[config.mk]
export PLATFORM = sky130hd
export DESIGN_NAME = ccff_bitstream_loader
export DESIGN_NICKNAME = d
export VERILOG_FILES = /design/src/rtl/ccff_loader_pkg.sv /design/src/rtl/ccff_loader_crc16_serial.sv /design/src/rtl/ccff_bitstream_loader.sv
export SDC_FILE = /design/constraint.sdc
export NUM_CORES = 1
export LEC_CHECK = 0
export ABC_CLOCK_PERIOD_IN_PS = 2100
export CORE_UTILIZATION = 25
export CTS_CLUSTER_DIAMETER = 200
export DETAILED_ROUTE_END_ITERATION = 10
export GPL_ROUTABILITY_DRIVEN = 0
export PLACE_DENSITY_LB_ADDON = 0.12
export REMOVE_ABC_BUFFERS = 1
export SETUP_SLACK_MARGIN = 0.15
export SYNTH_ARGS = -nofsm -noshare
export SYNTH_HDL_FRONTEND = slang
export SYNTH_HIERARCHICAL = 1
export SYNTH_SLANG_ARGS = --single-unit
[constraint.sdc]
create_clock -name prog_clk -period 2.1 [get_ports prog_clk]
set_clock_uncertainty 0.2 [all_clocks]
set_input_delay 0.525 -clock prog_clk [delete_from_list [all_inputs] [get_ports prog_clk]]
set_output_delay 0.525 -clock prog_clk [all_outputs]
set_load 0.03 [all_outputs]
[src/rtl/ccff_loader_pkg.sv]
// ccff_loader_pkg
// Shared types and constants for the CCFF bitstream loader.
//   - state_e      : loader FSM states
//   - CRC_POLY/INIT: CRC-16-CCITT constants (used when CCFF_CRC_EN is defined)
//   - crc_words()  : number of bitstream words that carry the 16-bit expected CRC
//   - crc16_step() : one serial CRC update step (MSB-first, no reflection)
package ccff_loader_pkg;

    typedef enum logic [1:0] {
        IDLE  = 2'd0,
        LOAD  = 2'd1,
        CHECK = 2'd2,
        DONE  = 2'd3
    } state_e;

    localparam logic [15:0] CRC_POLY = 16'h1021;
    localparam logic [15:0] CRC_INIT = 16'hFFFF;

    // ceil(16 / word_w): words needed to carry the expected CRC
    function automatic int crc_words(input int word_w);
        return (16 + word_w - 1) / word_w;
    endfunction

    // Serial CRC-16 update: feedback is the outgoing MSB xor the incoming bit
    function automatic logic [15:0] crc16_step(input logic [15:0] crc, input logic din);
        logic fb;
        fb = crc[15] ^ din;
        return {crc[14:0], 1'b0} ^ (fb ? CRC_POLY : 16'h0000);
    endfunction

endpackage

[src/rtl/ccff_loader_crc16_serial.sv]
// ccff_crc16_serial
// Bit-serial CRC-16-CCITT accumulator, one bit per enabled prog_clk cycle.
// Ports:
//   prog_clk : clock
//   pReset   : asynchronous active-low reset (loads CRC_INIT)
//   clr      : synchronous re-initialise to CRC_INIT (has priority over en)
//   en       : consume din this cycle
//   din      : serial data bit
//   crc      : current CRC register
module ccff_crc16_serial
    import ccff_loader_pkg::*;
(
    input  logic        prog_clk,
    input  logic        pReset,
    input  logic        clr,
    input  logic        en,
    input  logic        din,
    output logic [15:0] crc
);

    logic [15:0] crc_r;

    // CRC register: init on reset/clear, one step per enabled bit
    always_ff @(posedge prog_clk or negedge pReset) begin
        if (!pReset) begin
            crc_r <= CRC_INIT;
        end else if (clr) begin
            crc_r <= CRC_INIT;
        end else if (en) begin
            crc_r <= crc16_step(crc_r, din);
        end else begin
            crc_r <= crc_r;
        end
    end

    assign crc = crc_r;

endmodule

[src/rtl/ccff_bitstream_loader.sv]
// ccff_bitstream_loader
// Feeds the CCFF configuration scan chain: accepts bitstream words over
// valid/ready, serialises them MSB-first onto ccff_head with a per-bit
// ccff_shift_en, and stops after exactly CHAIN_LEN bits.
// Optional feature macro: CCFF_CRC_EN -- adds a CHECK state that receives the
// expected CRC-16-CCITT after the load and flags a mismatch on err.
// Ports:
//   prog_clk      : programming clock
//   pReset        : asynchronous active-low reset
//   start         : pulse that begins a load (ignored while busy)
//   bs_data       : bitstream word, bit WORD_W-1 shifted first
//   bs_valid      : bs_data valid
//   bs_ready      : loader accepts the word this cycle
//   ccff_head     : serial configuration bit into the chain
//   ccff_shift_en : chain clock enable
//   busy          : load (or CRC check) in progress
//   done          : load complete, held until next accepted start
//   err           : CRC mismatch, held until next accepted start (0 without CCFF_CRC_EN)
//   bit_count     : bits shifted so far in the current load
module ccff_bitstream_loader
    import ccff_loader_pkg::*;
#(
    parameter int WORD_W    = 8,
    parameter int CHAIN_LEN = 30,
    parameter int CNT_W     = $clog2(CHAIN_LEN + 1)
) (
    input  logic              prog_clk,
    input  logic              pReset,
    input  logic              start,
    input  logic [WORD_W-1:0] bs_data,
    input  logic              bs_valid,
    output logic              bs_ready,
    output logic              ccff_head,
    output logic              ccff_shift_en,
    output logic              busy,
    output logic              done,
    output logic              err,
    output logic [CNT_W-1:0]  bit_count
);

    localparam int REM_W = $clog2(WORD_W + 1);

    state_e              state_r;
    logic [WORD_W-1:0]   word_r;        // bits not yet placed on ccff_head, MSB next
    logic [REM_W-1:0]    rem_r;         // number of valid bits left in word_r
    logic [CNT_W-1:0]    bit_count_r;
    logic                ccff_head_r;
    logic                shift_en_r;
    logic                bs_ready_r;
    logic                busy_r;
    logic                done_r;

    logic                take_s;
    logic                start_ok_s;
    logic                launch_s;
    logic                launch_bit_s;
    logic [WORD_W-1:0]   word_nxt_s;
    logic [REM_W-1:0]    rem_nxt_s;
    logic [CNT_W-1:0]    count_nxt_s;
    logic                ready_nxt_s;

    // bs_ready_r is kept equal to the ready condition, so it alone qualifies the handshake
    assign take_s     = bs_valid & bs_ready_r;
    assign start_ok_s = start & ((state_r == IDLE) | (state_r == DONE));

    // Next bit to put on ccff_head. Once word_r is drained, a word taken at this edge
    // launches its MSB immediately, which keeps consecutive words bubble-free.
    always_comb begin
        launch_s     = 1'b0;
        launch_bit_s = ccff_head_r;
        word_nxt_s   = word_r;
        rem_nxt_s    = rem_r;
        if ((state_r == LOAD) && (bit_count_r < CNT_W'(CHAIN_LEN))) begin
            if (rem_r != REM_W'(0)) begin
                launch_s     = 1'b1;
                launch_bit_s = word_r[WORD_W-1];
                word_nxt_s   = word_r << 1'b1;
                rem_nxt_s    = rem_r - REM_W'(1);
            end else if (take_s) begin
                launch_s     = 1'b1;
                launch_bit_s = bs_data[WORD_W-1];
                word_nxt_s   = bs_data << 1'b1;
                rem_nxt_s    = REM_W'(WORD_W - 1);
            end else begin
                launch_s     = 1'b0;
            end
        end else begin
            launch_s = 1'b0;
        end
        count_nxt_s = launch_s ? (bit_count_r + CNT_W'(1)) : bit_count_r;
        // Ready again once the register drains, unless the terminal bit is already out
        ready_nxt_s = (rem_nxt_s == REM_W'(0)) && (count_nxt_s < CNT_W'(CHAIN_LEN));
    end

`ifdef CCFF_CRC_EN
    localparam int CRC_WORDS = crc_words(WORD_W);
    localparam int ACC_W     = CRC_WORDS * WORD_W;
    localparam int CHK_W     = $clog2(CRC_WORDS + 1);

    logic [15:0]       crc_s;
    logic [ACC_W-1:0]  acc_r;
    logic [ACC_W-1:0]  acc_nxt_s;
    logic [15:0]       exp_crc_s;
    logic [CHK_W-1:0]  chk_cnt_r;
    logic              err_r;

    // Expected CRC arrives MSB-first; surplus low bits of the last word fall off the bottom
    assign acc_nxt_s = (acc_r << WORD_W) | ACC_W'(bs_data);
    assign exp_crc_s = acc_nxt_s[ACC_W-1 -: 16];

    ccff_crc16_serial u_crc (
        .prog_clk (prog_clk),
        .pReset   (pReset),
        .clr      (start_ok_s),
        .en       (launch_s),
        .din      (launch_bit_s),
        .crc      (crc_s)
    );
`endif

    // Loader FSM with all outputs registered
    always_ff @(posedge prog_clk or negedge pReset) begin
        if (!pReset) begin
            state_r     <= IDLE;
            word_r      <= '0;
            rem_r       <= '0;
            bit_count_r <= '0;
            ccff_head_r <= 1'b0;
            shift_en_r  <= 1'b0;
            bs_ready_r  <= 1'b0;
            busy_r      <= 1'b0;
            done_r      <= 1'b0;
`ifdef CCFF_CRC_EN
            acc_r       <= '0;
            chk_cnt_r   <= '0;
            err_r       <= 1'b0;
`endif
        end else begin
            case (state_r)
                IDLE, DONE: begin
                    shift_en_r <= 1'b0;
                    if (start_ok_s) begin
                        state_r     <= LOAD;
                        rem_r       <= '0;
                        bit_count_r <= '0;
                        bs_ready_r  <= 1'b1;
                        busy_r      <= 1'b1;
                        done_r      <= 1'b0;
`ifdef CCFF_CRC_EN
                        err_r       <= 1'b0;
`endif
                    end else begin
                        bs_ready_r <= 1'b0;
                    end
                end
                LOAD: begin
                    if (bit_count_r == CNT_W'(CHAIN_LEN)) begin
                        // Terminal bit has been shifted: discard leftovers
                        shift_en_r <= 1'b0;
                        rem_r      <= '0;
`ifdef CCFF_CRC_EN
                        state_r    <= CHECK;
                        bs_ready_r <= 1'b1;
                        chk_cnt_r  <= '0;
`else
                        state_r    <= DONE;
                        bs_ready_r <= 1'b0;
                        busy_r     <= 1'b0;
                        done_r     <= 1'b1;
`endif
                    end else begin
                        shift_en_r  <= launch_s;
                        ccff_head_r <= launch_bit_s;
                        word_r      <= word_nxt_s;
                        rem_r       <= rem_nxt_s;
                        bit_count_r <= count_nxt_s;
                        bs_ready_r  <= ready_nxt_s;
                    end
                end
                CHECK: begin
                    shift_en_r <= 1'b0;
`ifdef CCFF_CRC_EN
                    if (take_s) begin
                        acc_r <= acc_nxt_s;
                        if (chk_cnt_r == CHK_W'(CRC_WORDS - 1)) begin
                            err_r      <= (exp_crc_s != crc_s);
                            state_r    <= DONE;
                            bs_ready_r <= 1'b0;
                            busy_r     <= 1'b0;
                            done_r     <= 1'b1;
                        end else begin
                            chk_cnt_r <= chk_cnt_r + CHK_W'(1);
                        end
                    end else begin
                        acc_r <= acc_r;
                    end
`else
                    state_r    <= IDLE;
                    bs_ready_r <= 1'b0;
                    busy_r     <= 1'b0;
`endif
                end
                default: begin
                    state_r    <= IDLE;
                    shift_en_r <= 1'b0;
                    bs_ready_r <= 1'b0;
                    busy_r     <= 1'b0;
                end
            endcase
        end
    end

    assign bs_ready      = bs_ready_r;
    assign ccff_head     = ccff_head_r;
    assign ccff_shift_en = shift_en_r;
    assign busy          = busy_r;
    assign done          = done_r;
    assign bit_count     = bit_count_r;
`ifdef CCFF_CRC_EN
    assign err           = err_r;
`else
    assign err           = 1'b0;
`endif

endmodule

* Word-level counts from Yosys, hierarchy flattened
Index checks and enable logic that the tools add are counted.
** Storage, ports and cells
- Output and inout bits :: 11
- Word-level logic and storage cells :: 69
- Input port bits :: 12
- Register bits :: 24
** Cells by class
- $lt $le $gt $ge :: 2
- Equality and inequality tests :: 7
- Reductions and logical operators :: 14
- Add/sub/neg operators :: 2
- Muxes and demuxes :: 31
- Bitwise gates (word level) :: 4
** Operators with widths (number)
- 4-bit two-way mux :: 5
- 8-bit two-way mux :: 2
- 5-bit two-way mux :: 3
- 1-bit two-way mux :: 12
- 5-bit less-than comparator, second input constant :: 2
- 5-bit case mux with 2 select lines :: 1
- 4-bit case mux with 2 select lines :: 1
- 1-bit case mux with 3 select lines :: 2
- 2-bit case mux with 3 select lines :: 1
- 3-bit AND reduction :: 2
- 5-bit by 1-bit adder with 5-bit output, second input constant :: 1
- 5-bit == test, second input constant :: 1
- 2-bit == test, second input constant :: 2
- 4-bit logical NOT :: 1
- 2-bit two-way mux :: 2
- 2-bit inequality test, second input constant :: 2
- 1-bit case mux with 2 select lines :: 2
- 2-bit AND reduction :: 2
- 4-bit AND reduction :: 1
- 2-bit nonzero test :: 2
- 4-bit nonzero test :: 1
- 4-bit by 1-bit subtractor with 4-bit output, second input constant :: 1
- 3-bit OR reduction :: 1
- 1-bit bitwise AND :: 2
- 7 further kinds :: 8

* Depth between registers and ports, before layout
- Depth in word-level cells :: 9
- Depth in mapped cells :: 9
- Depth with buffers taken out :: 7

* Worst setup path before layout
Ideal clock, no wire load.
- Path type :: register to register
- Start point :: register rem_r[0]
- End point :: register bs_ready_r, in the netlist bs_ready
- Buffers on the path :: 0
- Stages on the path, launching flop included :: 8
- Period minus slack after synthesis :: 2229 ps
- Required time :: 1774 ps
- Arrival time :: 1904 ps
- Setup slack :: -129 ps
- Library setup time :: 126 ps
- Path through :: dfrtp_1 inv_1 ha_1 nor3b_1 a211o_4 or4_1 a311oi_1 o31ai_1
** On the way
- Longest elaborated chain between the ends :: 8
- Elaborated cells between the ends (all ways) :: 13
- Classes of those cells :: add/sub (1); order compare (1); mux (8); reduce/logical (3)
** RTL lines
- start, declared :: RTL line ccff_bitstream_loader.sv:45 : logic [REM_W-1:0] rem_r;
- start signal, assigned :: RTL line ccff_bitstream_loader.sv:175 : rem_r <= rem_nxt_s;
- 4-bit nonzero test :: RTL line ccff_bitstream_loader.sv:74 : if (rem_r != REM_W'(0)) begin
- 1-bit two-way mux :: RTL line ccff_bitstream_loader.sv:74
- 1-bit two-way mux :: RTL line ccff_bitstream_loader.sv:73 : if ((state_r == LOAD) && (bit_count_r < CNT_W'(CHAIN_LEN))) begin
- 5-bit two-way mux :: RTL line ccff_bitstream_loader.sv:90 : count_nxt_s = launch_s ? (bit_count_r + CNT_W'(1)) : bit_count_r;
- 5-bit less-than comparator :: RTL line ccff_bitstream_loader.sv:92 : ready_nxt_s = (rem_nxt_s == REM_W'(0)) && (count_nxt_s < CNT_W'(CHAIN_LEN));
- 1-bit logical AND (*) :: RTL line ccff_bitstream_loader.sv:92
- 1-bit two-way mux (*) :: RTL line ccff_bitstream_loader.sv:157 : if (bit_count_r == CNT_W'(CHAIN_LEN)) begin
- 1-bit case mux with 3 select lines (*) :: RTL line ccff_bitstream_loader.sv:139 : case (state_r)
- end signal, assigned :: RTL line ccff_bitstream_loader.sv:177 : bs_ready_r <= ready_nxt_s;
- end, declared :: RTL line ccff_bitstream_loader.sv:49 : logic bs_ready_r;
Every way passes the cells marked *; elsewhere a longest branch is shown, timed or not.
A chain may end at the register's enable or synchronous reset.

* Final worst setup path
Ends and elaborated chain as after synthesis.

==> flow_summary.ini <==
[status]
status = finished with violations
violations = negative setup slack

[synth]
synth.ff_latch_count = 23
synth_edf_count = 0
synth.area.top_cells = dfrtp_1, mux2i_1, ha_1, nand2_1, a21oi_1
ys.flop_type = dfrtp_1
avgSynthCellArea_um2 = 9.00
synth_cells = 148
synth_seq_area_share_pct = 43.2
synth.top_cell.area_share_pct = 43.2
synthArstFlopShare_pct = 100
yosysWarningCount = 6
synthesis.area_um2 = 1330
post-synth-top-area-cell = dfrtp_1
yosysUniqueCellTypes = 37

[cells_and_area]
final_layout_size_suffix_gt1_share_pct = 40.5
n_antenna_cell = 0
syn2layout_area_growth_pct = 57.3
final_nets = 219

[detailed_routing]
avgRoutedWirePerCell_um = 13.1
antenna_left = 0
avgViaCountPerCell = 4.64
drt-initial-drc-count = 35
drt-total-wl_um = 3540
drt-pass1-iter-count = 4
vias = 1254
drc = 0

[worst_setup_path]
reg2reg_to = bs_ready
critPathArrivalTime_ps = 2100
reg2reg_from = rem_r[0]
critPathMaxFanout = 2
slowest_delay_ps = 480
cp.required_ps = 2050
critPathSlowestCell = or4_4
cp_cell_sequence = inv_2 -> ha_4 -> nor3b_4 -> a211o_4 -> or4_4 -> a311oi_2 -> o31ai_1
crit_type = register to register
setup.worst_path.end_class = register
r2r_cells = 7
regToRegSetupSlack_ps = -50
setup.worst_path.end = bs_ready
startpoint = rem_r[0]
crit_path_start_kind = register

[timing]
finalSetupViolations = 1
hold_viol_final = 0
period_needed_ps = 2150
rsz0062_at_grt = true
finalMaxSlewViolations = 0
max_freq_mhz = 465
layout_worst_path_cycle_share_pct = 102
fin_setup_tns_ps = -51.5
fin_ws_ps = -51.5

[floorplanning]
rows = 26
die_w_um = 75.0
core-area_um2 = 5110
initial_core_util_pct = 26.1
pin_count = 23
die_h_um = 75.0
dieArea_um2 = 5620

[cts]
clock_path_buffers = 2
cts_buffers = 3
cts_num_sinks = 23
clock_latency_ps = 260
clk_pin_slew_ps = 90
cts-hold-fix-buffers = 0
cts-root-buf = clkbuf_8
cts_max_level = 1
cts_tree = done

[grt]
grtUsageTotal_pct = 13.4
grt_pass1_vias = 1215
antenna_found_initial = 0
grt_pass1_wl_um = 5710
grt_max_degree = 24
overflow = 0

[min_path]
hold_path_class = register to register

[place]
hpwl_um = 2500
portBuffers = 21

[run]
maxCapViolations = 0
[critical path, delay by kind of cell (launching register included)]
family          cells  cell delay (ps)
compound gates      3              640
simple gates        2              630
flops               1              360
fa+ha+maj           1              150
buf+inv             1               60
[how the worst min path moves through the flow]
stage | startpoint | endpoint | slack, ps | cells after the start
CTS | word_r[6] | word_r[6] | 290 | 2
finish | word_r[6] | word_r[6] | 300 | 2
global placement | word_r[6] | word_r[6] | 260 | 2
detailed placement | word_r[6] | word_r[6] | 270 | 2
floorplan | pReset | bit_count[0] | 30 | 0
global route | word_r[4] | word_r[4] | 320 | 2
[through the flow]
step	hold WS, ps	cell area (µm²)	utilization (%)	setup slack [ps]	instances
after global placement	263	1790	35.0	-439	259
after global routing	320	2090	41.0	-129	270
after detailed placement	270	1790	35.0	-477	259
final	296	2090	41.0	-51.5	270
after floorplan	29.4	1290	-	-798	142
after CTS	292	1860	36.4	-135	264
[flip-flops by register name, indices dropped and copies added (netlist names)]
signal and cells:
word_r 7, ccff_head 1, bs_ready 1, state_r 2, done 1, rem_r 4, bit_count 5, ccff_shift_en 1
busy 1
[placed cells by master (no fill, tap or decap), types with 3 or more instances in the layout]
master / count
inv_2: 3
clkbuf_8: 3
inv_1: 5
nand3_1: 5
clkdlybuf4s50_1: 10
o21ai_2: 7
dlygate4sd2_1: 9
nand2_1: 9
dfrtp_1: 21
ha_1: 3
buf_6: 5
nor2_1: 14
a21oi_2: 3
o21ai_1: 3
nand2_2: 7
mux2i_1: 9
o21ai_0: 3
buf_4: 26
nand4_1: 4
a21oi_1: 9
[repair_timing]
item                                    4_1_cts  5_1_grt
endpoints found under the setup margin       26       19
hold endpoints to repair                      0        0
setup buffers                                 1        5
gates cloned                                  0        1
pin swaps                                     3       19
gates resized for setup                      20       63
[cells by family after synthesis]
logic type,synth area share (%)
other,0.282
AND/OR/NAND/NOR,20.4
adder cells (fa/ha/maj),5.64
flip-flops,43.2
XOR/XNOR,0.658
multiplexers,6.77
AO/OA/AOI/OAI,17.5
buffers and inverters,5.55
[area by class of cell]
type / instances / area, µm²
Inverter: 8 / 30.0
Timing Repair Buffer: 54 / 482
Tap cell: 70 / 87.6
Sequential cell: 23 / 578
Multi-Input combinational cell: 111 / 871
Fill cell: 529 / 3010
Clock buffer: 3 / 41.3
Clock inverter: 1 / 5.00
[Yosys cell counts, types with 2 or more instances]
library cell and number:
buf_2 2, nand3_1 6, dfrtp_1 23, nor2b_1 2
ha_1 6, o21ai_0 11, buf_6 2, nand2_1 19
inv_1 8, a21oi_1 13, a211oi_1 2, nand4_1 4
o21ai_1 2, a31oi_1 2, nor2_1 15, nand4b_1 2
mux2i_1 9
[routing by layer]
metal | track usage (%) | part of all wire, %
met1 | 17.6 | 46
met2 | 22.4 | 49
met3 | 3.21 | 3.8
met4 | 3.14 | 1.4
met5 | 0 | 0
Power is not shown: default switching activity piles up to over one toggle a cycle in this logic, so the estimate is an artifact.
